File: src/rtl/axis_frame_driver.sv
// Frame driver for the AXI-stream frame buffer: request, stream TX memory out, capture the return into RX memory.
// Optional stall watchdog is compiled in when AXIS_DRIVER_TIMEOUT_EN is defined.
module axis_frame_driver #(
    parameter int DATAWIDTH = 32,
    parameter int NUMOFDATA = 8,
    parameter int TIMEOUT   = 64,
    localparam int ADRWIDTH = $clog2(NUMOFDATA)
) (
    input  logic                 clk,
    input  logic                 rst_n,
    input  logic                 host_wr_en,
    input  logic [ADRWIDTH-1:0]  host_wr_adr,
    input  logic [DATAWIDTH-1:0] host_wr_data,
    input  logic [ADRWIDTH-1:0]  host_rd_adr,
    output logic [DATAWIDTH-1:0] host_rd_data,
    input  logic                 go,
    output logic                 busy,
    output logic                 done,
    output logic                 err_last,
    output logic                 err_timeout,
    output logic                 ex_start,
    input  logic                 ex_startAck,
    output logic [DATAWIDTH-1:0] m_data,
    output logic                 m_valid,
    output logic                 m_last,
    input  logic                 m_ready,
    input  logic [DATAWIDTH-1:0] s_data,
    input  logic                 s_valid,
    input  logic                 s_last,
    output logic                 s_ready
);

    typedef enum logic [2:0] {
        S_IDLE = 3'd0,
        S_REQ  = 3'd1,
        S_SEND = 3'd2,
        S_RECV = 3'd3,
        S_DONE = 3'd4
    } state_t;

    localparam logic [ADRWIDTH-1:0] LAST_ADR = ADRWIDTH'(NUMOFDATA - 1);
    localparam logic [ADRWIDTH-1:0] CNT_ONE  = {{(ADRWIDTH-1){1'b0}}, 1'b1};

    state_t                state_r;
    logic [ADRWIDTH-1:0]   cnt_r;
    logic [ADRWIDTH-1:0]   cnt_inc_s;
    logic                  cnt_last_s;
    logic                  timeout_hit_s;
    logic [DATAWIDTH-1:0]  tx_mem [NUMOFDATA];
    logic [DATAWIDTH-1:0]  rx_mem [NUMOFDATA];

    logic                  busy_r;
    logic                  done_r;
    logic                  err_last_r;
    logic                  err_timeout_r;
    logic                  ex_start_r;
    logic [DATAWIDTH-1:0]  m_data_r;
    logic                  m_valid_r;
    logic                  m_last_r;
    logic                  s_ready_r;

    assign cnt_inc_s  = cnt_r + CNT_ONE;
    assign cnt_last_s = (cnt_r == LAST_ADR);

    assign host_rd_data = rx_mem[host_rd_adr];
    assign busy         = busy_r;
    assign done         = done_r;
    assign err_last     = err_last_r;
    assign err_timeout  = err_timeout_r;
    assign ex_start     = ex_start_r;
    assign m_data       = m_data_r;
    assign m_valid      = m_valid_r;
    assign m_last       = m_last_r;
    assign s_ready      = s_ready_r;

`ifdef AXIS_DRIVER_TIMEOUT_EN
    localparam int WDW = $clog2(TIMEOUT + 1);
    localparam logic [WDW-1:0] WD_ONE = {{(WDW-1){1'b0}}, 1'b1};
    localparam logic [WDW-1:0] WD_MAX = WDW'(TIMEOUT);

    logic [WDW-1:0] wd_r;
    logic           wd_active_s;
    logic           wd_progress_s;

    // Watchdog qualifiers: which states are watched and what counts as progress there.
    always_comb begin
        wd_active_s   = 1'b0;
        wd_progress_s = 1'b0;
        case (state_r)
            S_REQ:  begin wd_active_s = 1'b1; wd_progress_s = ex_startAck; end
            S_SEND: begin wd_active_s = 1'b1; wd_progress_s = m_ready;     end
            S_RECV: begin wd_active_s = 1'b1; wd_progress_s = s_valid;     end
            default: begin wd_active_s = 1'b0; wd_progress_s = 1'b0; end
        endcase
    end

    // Stall counter; every state change is either progress or an abort, so both clear it.
    always_ff @(posedge clk or negedge rst_n) begin
        if (!rst_n) begin
            wd_r <= '0;
        end else if (!wd_active_s || wd_progress_s || timeout_hit_s) begin
            wd_r <= '0;
        end else begin
            wd_r <= wd_r + WD_ONE;
        end
    end

    assign timeout_hit_s = wd_active_s && (wd_r == WD_MAX);
`else
    assign timeout_hit_s = 1'b0;
`endif

    // Host-side TX memory; writable only while idle so a running frame never sees a change.
    always_ff @(posedge clk or negedge rst_n) begin
        if (!rst_n) begin
            for (int i = 0; i < NUMOFDATA; i++) tx_mem[i] <= '0;
        end else if ((state_r == S_IDLE) && host_wr_en) begin
            tx_mem[host_wr_adr] <= host_wr_data;
        end
    end

    // RX capture memory, filled in order by the shared word counter.
    always_ff @(posedge clk or negedge rst_n) begin
        if (!rst_n) begin
            for (int i = 0; i < NUMOFDATA; i++) rx_mem[i] <= '0;
        end else if ((state_r == S_RECV) && s_valid) begin
            rx_mem[cnt_r] <= s_data;
        end
    end

    // Frame sequencer with all handshake outputs registered alongside the state.
    always_ff @(posedge clk or negedge rst_n) begin
        if (!rst_n) begin
            state_r       <= S_IDLE;
            cnt_r         <= '0;
            busy_r        <= 1'b0;
            done_r        <= 1'b0;
            err_last_r    <= 1'b0;
            err_timeout_r <= 1'b0;
            ex_start_r    <= 1'b0;
            m_data_r      <= '0;
            m_valid_r     <= 1'b0;
            m_last_r      <= 1'b0;
            s_ready_r     <= 1'b0;
        end else if (timeout_hit_s) begin
            state_r       <= S_DONE;
            done_r        <= 1'b1;
            err_timeout_r <= 1'b1;
            ex_start_r    <= 1'b0;
            m_data_r      <= '0;
            m_valid_r     <= 1'b0;
            m_last_r      <= 1'b0;
            s_ready_r     <= 1'b0;
        end else begin
            done_r <= 1'b0;
            case (state_r)
                S_IDLE: begin
                    cnt_r <= '0;
                    if (go) begin
                        state_r       <= S_REQ;
                        busy_r        <= 1'b1;
                        ex_start_r    <= 1'b1;
                        err_last_r    <= 1'b0;
                        err_timeout_r <= 1'b0;
                    end else begin
                        state_r <= S_IDLE;
                    end
                end
                S_REQ: begin
                    if (ex_startAck) begin
                        state_r    <= S_SEND;
                        ex_start_r <= 1'b0;
                        cnt_r      <= '0;
                        m_valid_r  <= 1'b1;
                        m_data_r   <= tx_mem[0];
                        m_last_r   <= 1'b0;
                    end else begin
                        state_r <= S_REQ;
                    end
                end
                S_SEND: begin
                    if (m_ready && cnt_last_s) begin
                        state_r   <= S_RECV;
                        cnt_r     <= '0;
                        m_valid_r <= 1'b0;
                        m_last_r  <= 1'b0;
                        m_data_r  <= '0;
                        s_ready_r <= 1'b1;
                    end else if (m_ready) begin
                        cnt_r    <= cnt_inc_s;
                        m_data_r <= tx_mem[cnt_inc_s];
                        m_last_r <= (cnt_inc_s == LAST_ADR);
                    end else begin
                        state_r <= S_SEND;
                    end
                end
                S_RECV: begin
                    if (s_valid) begin
                        // A misplaced s_last is only flagged; the count alone ends the frame.
                        if (s_last != cnt_last_s) begin
                            err_last_r <= 1'b1;
                        end else begin
                            err_last_r <= err_last_r;
                        end
                        if (cnt_last_s) begin
                            state_r   <= S_DONE;
                            s_ready_r <= 1'b0;
                            done_r    <= 1'b1;
                            cnt_r     <= '0;
                        end else begin
                            cnt_r <= cnt_inc_s;
                        end
                    end else begin
                        state_r <= S_RECV;
                    end
                end
                S_DONE: begin
                    state_r <= S_IDLE;
                    busy_r  <= 1'b0;
                    cnt_r   <= '0;
                end
                default: begin
                    state_r    <= S_IDLE;
                    busy_r     <= 1'b0;
                    cnt_r      <= '0;
                    ex_start_r <= 1'b0;
                    m_valid_r  <= 1'b0;
                    m_last_r   <= 1'b0;
                    s_ready_r  <= 1'b0;
                end
            endcase
        end
    end

endmodule
File: config.mk
export PLATFORM = sky130hd
export DESIGN_NAME = axis_frame_driver
export DESIGN_NICKNAME = d
export VERILOG_FILES = /design/src/rtl/axis_frame_driver.sv
export SDC_FILE = /design/constraint.sdc
export NUM_CORES = 1
export LEC_CHECK = 0
export CAP_MARGIN = 30
export CORE_MARGIN = 10
export CORE_UTILIZATION = 35
export DETAILED_ROUTE_END_ITERATION = 6
export PLACE_DENSITY = 0.53
export SETUP_SLACK_MARGIN = 0.5
export SYNTH_ARGS = -nofsm -noshare
export SYNTH_HDL_FRONTEND = slang
export SYNTH_SLANG_ARGS = --single-unit
File: constraint.sdc
create_clock -name clk -period 2.1 [get_ports clk]
set_clock_uncertainty 0.1 [all_clocks]
set_input_delay 0.21 -clock clk [delete_from_list [all_inputs] [get_ports clk]]
set_output_delay 0.21 -clock clk [all_outputs]
set_load 0.05 [all_outputs]
Word level (Yosys, flattened, before mapping):

Index checks and enable logic that the tools add are counted.

* register bits: 557
* input port bits: 78
* output and inout port bits: 72
* logic and storage cells: 128

* add/subtract/negate cells: 1
* order comparisons: 6
* eq/ne operators: 16
* muxes and demuxes: 50
* bitwise operators: 8
* reductions and logical operators: 21

Operators with widths (number)
* $bwmux W256: 2
* $mux W32: 9
* $bmux W32 S3: 2
* $demux W32 S3: 2
* $pmux W32 S2: 1
* $mux W3: 9
* $ge A4 B4 Y1 const B: 4
* $mux W1: 16
* $not A3 Y4: 4
* $reduce_and A3 Y1: 5
* $pmux W1 S3: 4
* $pmux W3 S4: 1
* $reduce_or A3 Y1: 4
* $ne A2 B2 Y1 const B: 5
* $eq A3 B3 Y1 const B: 3
* $ne A3 B3 Y1 const B: 3
* $pmux W3 S3: 1
* $lt A4 B1 Y1 const B: 2
* $reduce_and A4 Y1: 2
* $eq A3 B2 Y1 const B: 2
* $logic_and A1 B1 Y1: 5
* $not A1 Y1: 4
* $pmux W1 S2: 2
* $reduce_and A2 Y1: 2
* 7 further kinds: 8

Longest topological paths before layout:

* depth in word-level cells: 8
* depth in mapped cells: 8
* depth with buffers taken out: 6

Worst setup path before layout:

Ideal clock, no wire load.

* path kind: register to register
* from: register cnt_r[0]
* to: register m_data_r[30] (netlist: m_data[30])
* setup time: 145 ps
* arrival time: 2058 ps
* required time: 1855 ps
* path slack: -203 ps
* stages on the path, launching flop included: 9
* path buffers: 3
* period minus slack after synthesis: 2303 ps
* cell sequence: dfrtp_1 -> buf_2 -> inv_1 -> ha_1 -> clkbuf_1 -> clkbuf_1 -> mux4_2 -> mux2i_1 -> o221ai_1

* word-level cells in the longest chain between the ends: 8
* elaborated cells between the ends (all ways): 12
* those cells by class: add/sub: 1; eq/ne: 2; mux: 6; bitwise: 1; reduce/logical: 2

RTL lines
* start, declared: RTL line 45 `logic [ADRWIDTH-1:0] cnt_r;`
* start signal, assigned: RTL line 190 `cnt_r <= cnt_inc_s;`
* start signal, assigned: RTL line 211 `cnt_r <= cnt_inc_s;`
* $add A3 B1 Y3: RTL line 62 `assign cnt_inc_s = cnt_r + CNT_ONE;`
* $not A3 Y4 (implied by the code): RTL line 191 `m_data_r <= tx_mem[cnt_inc_s];`
* $bmux W32 S3: RTL line 191
* $mux W32 (implied by the code) (2 in series): RTL line 191
* $mux W32: RTL line 189 `end else if (m_ready) begin`
* $mux W32: RTL line 182 `if (m_ready && cnt_last_s) begin`
* $pmux W32 S2: RTL line 156 `case (state_r)`
* end signal, assigned: RTL line 175 `m_data_r <= tx_mem[0];`
* end signal, assigned: RTL line 191
* end, declared: RTL line 57 `logic [DATAWIDTH-1:0] m_data_r;`

Several ways; a longest one is shown, not always the timed one. The select of a mux whose other input is x is not followed.
A chain may end at the register's enable or synchronous reset.

Worst setup path in the final report:

* from: register rx_mem[140] (netlist name)
* to: output host_rd_data[12]

* word-level cells in the longest chain between the ends: 3

RTL lines
* start, declared: RTL line 50 `logic [DATAWIDTH-1:0] rx_mem [NUMOFDATA];`
* start signal, assigned by index: RTL line 127 `rx_mem[cnt_r] <= s_data;`
* $bmux W32 S3: RTL line 65 `assign host_rd_data = rx_mem[host_rd_adr];`
* $mux W32 (implied by the code) (2 in series): RTL line 65
* end, declared: RTL line 15 `output logic [DATAWIDTH-1:0] host_rd_data,`

Every way passes these cells. The select of a mux whose other input is x is not followed.

==> results_dict.tcl <==
set metrics [dict create \
    outcome "finished, violations left" \
    violations "setup timing" \
    power_uw 49500 \
    max-cap-violations 0 \
    slowest_stage "mux4_2" \
    yosysSeqAreaShare_pct 55.8 \
    crit_chain "mux4_2, mux2_4, buf_6" \
    clk_pin_slew_ns 0.07 \
    synth_commonest_cells "dfrtp_1, mux2_2, mux4_2" \
    drt_iter0_drc 764 \
    ys.warnings.count 0 \
    critPathMaxStageDelay_ns 0.48 \
    overflow 0 \
    whs_ns 0.0302 \
    setup_viol 175 \
    pre_cts_slack_ns -0.326 \
    gr-usage-all-layers_pct 17.4 \
    p_per_area_nw_per_um2 1420 \
    worst-path-max-fanout 2 \
    synth.cell_area_um2 25000 \
    post_drt_wl_per_cell_um 25.2 \
    vias 15000 \
    gp_congestion 0.720 \
    first_global_vias 16400 \
    synth_largest_type_area_fraction_pct 55.8 \
    drive_gt1_share_pct 60.2 \
    postSynth.asyncResetShare_pct 100 \
    clk_latency_ns 0.64 \
    drc 0 \
    synth_edf_count 0 \
    ant_nets 0 \
    rsz0062_at_grt "true" \
    cts.sinks 557 \
    yosys_most_used_dff "dfrtp_1" \
    placed_cell_area_um2 29300 \
    syn_area_per_cell_um2 16.0 \
    die_w_um 287 \
    dr.pass1.iters 4 \
    final_max_slew_viol_count 0 \
    synth_cells 1557 \
    drt_wl_total_mm 72.8 \
    grt_use_met2_pct 27.9 \
    cts_tree "yes" \
    grt_pass1_wl_mm 110 \
    post-synth-top-count-cell "dfrtp_1" \
    place.detailed.hpwl_mm 39.6 \
    antenna_found_initial 6 \
    cp_data_required_time_ns 1.79 \
    grt.busiest_layer "met2" \
    hold_violations 0 \
    cp-start-kind "register" \
    critPathTopFamily "multiplexers" \
    io-pin-count 150 \
    grt_max_degree 75 \
    cp.buffers_inverters 1 \
    vias_per_cell 5.20 \
    layout.nets 1989 \
    max-vdd-ir-drop_v 0.000748 \
    die_area_um2 82500 \
    die_h_um 287 \
    num-fill-cells 5881 \
    synthTopCellsByArea "dfrtp_1, mux2_2, mux4_2, mux2i_1, mux2_1" \
    met3_usage_pct 3.41 \
    fmax_mhz 441 \
    use_met1_pct 24.0 \
    syn_nets 1639 \
    arrival_ns 1.96 \
    layout.cell_area.non_filler_um2 34800 \
    rows 97 \
    fin_ws_ns -0.165 \
    synth_largest_area_cell "dfrtp_1" \
    io_buffer_count 148 \
    cts-root-buf "clkbuf_16" \
    area_growth_pct 39.1 \
    path_class "register to output port" \
    p_leak_uw 0.0158 \
    core-area_um2 70400 \
    cts_buffer_depth 3 \
    cts-buffers-inserted 61 \
    period_minus_slack_ns 2.27 \
    fin_crit_sh_pct 108 \
    initial_core_util_pct 35.5 \
    ys_ff_latch 557 \
    holdCritPathClass "input pin to async pin" \
    synth_cell_types 45 \
    htreeDepth 2 \
    worstSetupEndpointType "output port" \
]
-- routing by layer --
layer  share of wire (%)  vias up
met3                 4.3      112
met5               0.088        -
met4                 2.4       10
met1                  46     8090
li1                    -     6542
met2                  47      288
-- repair_timing --
action	in CTS	in global routing
buffers inserted	65	27
pin swaps	39	21
gates resized for setup	514	51
hold endpoints to repair	557	0
gates cloned	45	7
setup endpoints to repair	622	603
hold buffers	1	0
-- area by class of cell --
cell class              count  area (µm²)  area share, %
well taps                 940        1180           3.38
flip-flops and latches    557       13900           40.1
clock buffers              94        1800           5.18
diodes                      1        2.50        0.00720
clock inverters            15         211          0.608
inverters                   9        38.8          0.112
repair buffers            396        5530           15.9
multi-input cells         882       12100           34.7
-- worst register-to-register path, delay by kind of cell, from the launching register on --
family / cells / cell delay [ns]
buffers and inverters: 5 / 0.70
flip-flops: 1 / 0.43
multiplexers: 1 / 0.31
AND/OR/NAND/NOR: 3 / 0.60
-- worst paths after layout --
check                           slack, ns               startpoint  cells after the start                      end
worst max-delay path                -0.17  rx_mem[140]$_DFFE_PN0P_                      3         host_rd_data[12]
worst min-delay path                 0.03                    rst_n                      2  tx_mem[124]$_DFFE_PN0P_
worst max register to register      -0.17   state_r[0]$_DFFE_PN0P_                      9   tx_mem[97]$_DFFE_PN0P_
worst min register to register       0.38   m_data[23]$_DFFE_PN0P_                      2   m_data[23]$_DFFE_PN0P_
max in group asynchronous            1.00                    rst_n                      3    m_data[1]$_DFFE_PN0P_
min in group clk                     0.26                       go                      3         busy$_DFFE_PN0P_
-- sequential cells by signal, summed over array words and instances, names as in the netlist, 3 cells and up --
register	cells
state_r	3
m_data	32
cnt_r	3
rx_mem	256
tx_mem	256
-- through the flow --
stage          TNS [ns]  instances  util, %
6_report         -14.02       2894     49.4
3_5_place_dp     -86.35       2639     41.6
5_1_grt          -31.22       2894     49.4
4_1_cts          -11.18       2859     48.5
3_3_place_gp     -86.44       2639     41.6
2_1_floorplan         0       1557        -
-- layout by cell type (no fill, tap or decap), drive strengths merged, types with 2 or more instances in the layout --
cell,count
a21o,3
a21oi,5
buf,314
bufinv,4
clkbuf,101
clkdlybuf4s50,73
clkinv,11
dfrtp,557
ha,4
inv,9
mux2,547
mux2i,32
mux4,128
nand2,74
nand2b,2
nand3,7
nand3b,4
nor2,10
nor2b,2
nor3,4
nor3b,3
o21ai,10
o221ai,32
-- report_power, final --
| part | switching (µW) | leakage [µW] | internal [µW] | total, µW |
|---|---|---|---|---|
| sequential | 2410 | 0.00728 | 14900 | 17400 |
| combinational | 8880 | 0.00755 | 12500 | 21400 |
| clock | 4460 | 0.000991 | 6350 | 10800 |
-- cell families after synthesis --
logic type,Yosys count,share of synthesized area [%]
fa+ha+maj,4,0.200
xor+xnor,1,0.0351
mux,707,37.5
simple gates,112,2.34
compound gates,57,1.73
other cells,1,0.0150
buf+inv,118,2.43
flops,557,55.8
No activity file was read; power rests on OpenSTA's default activity.
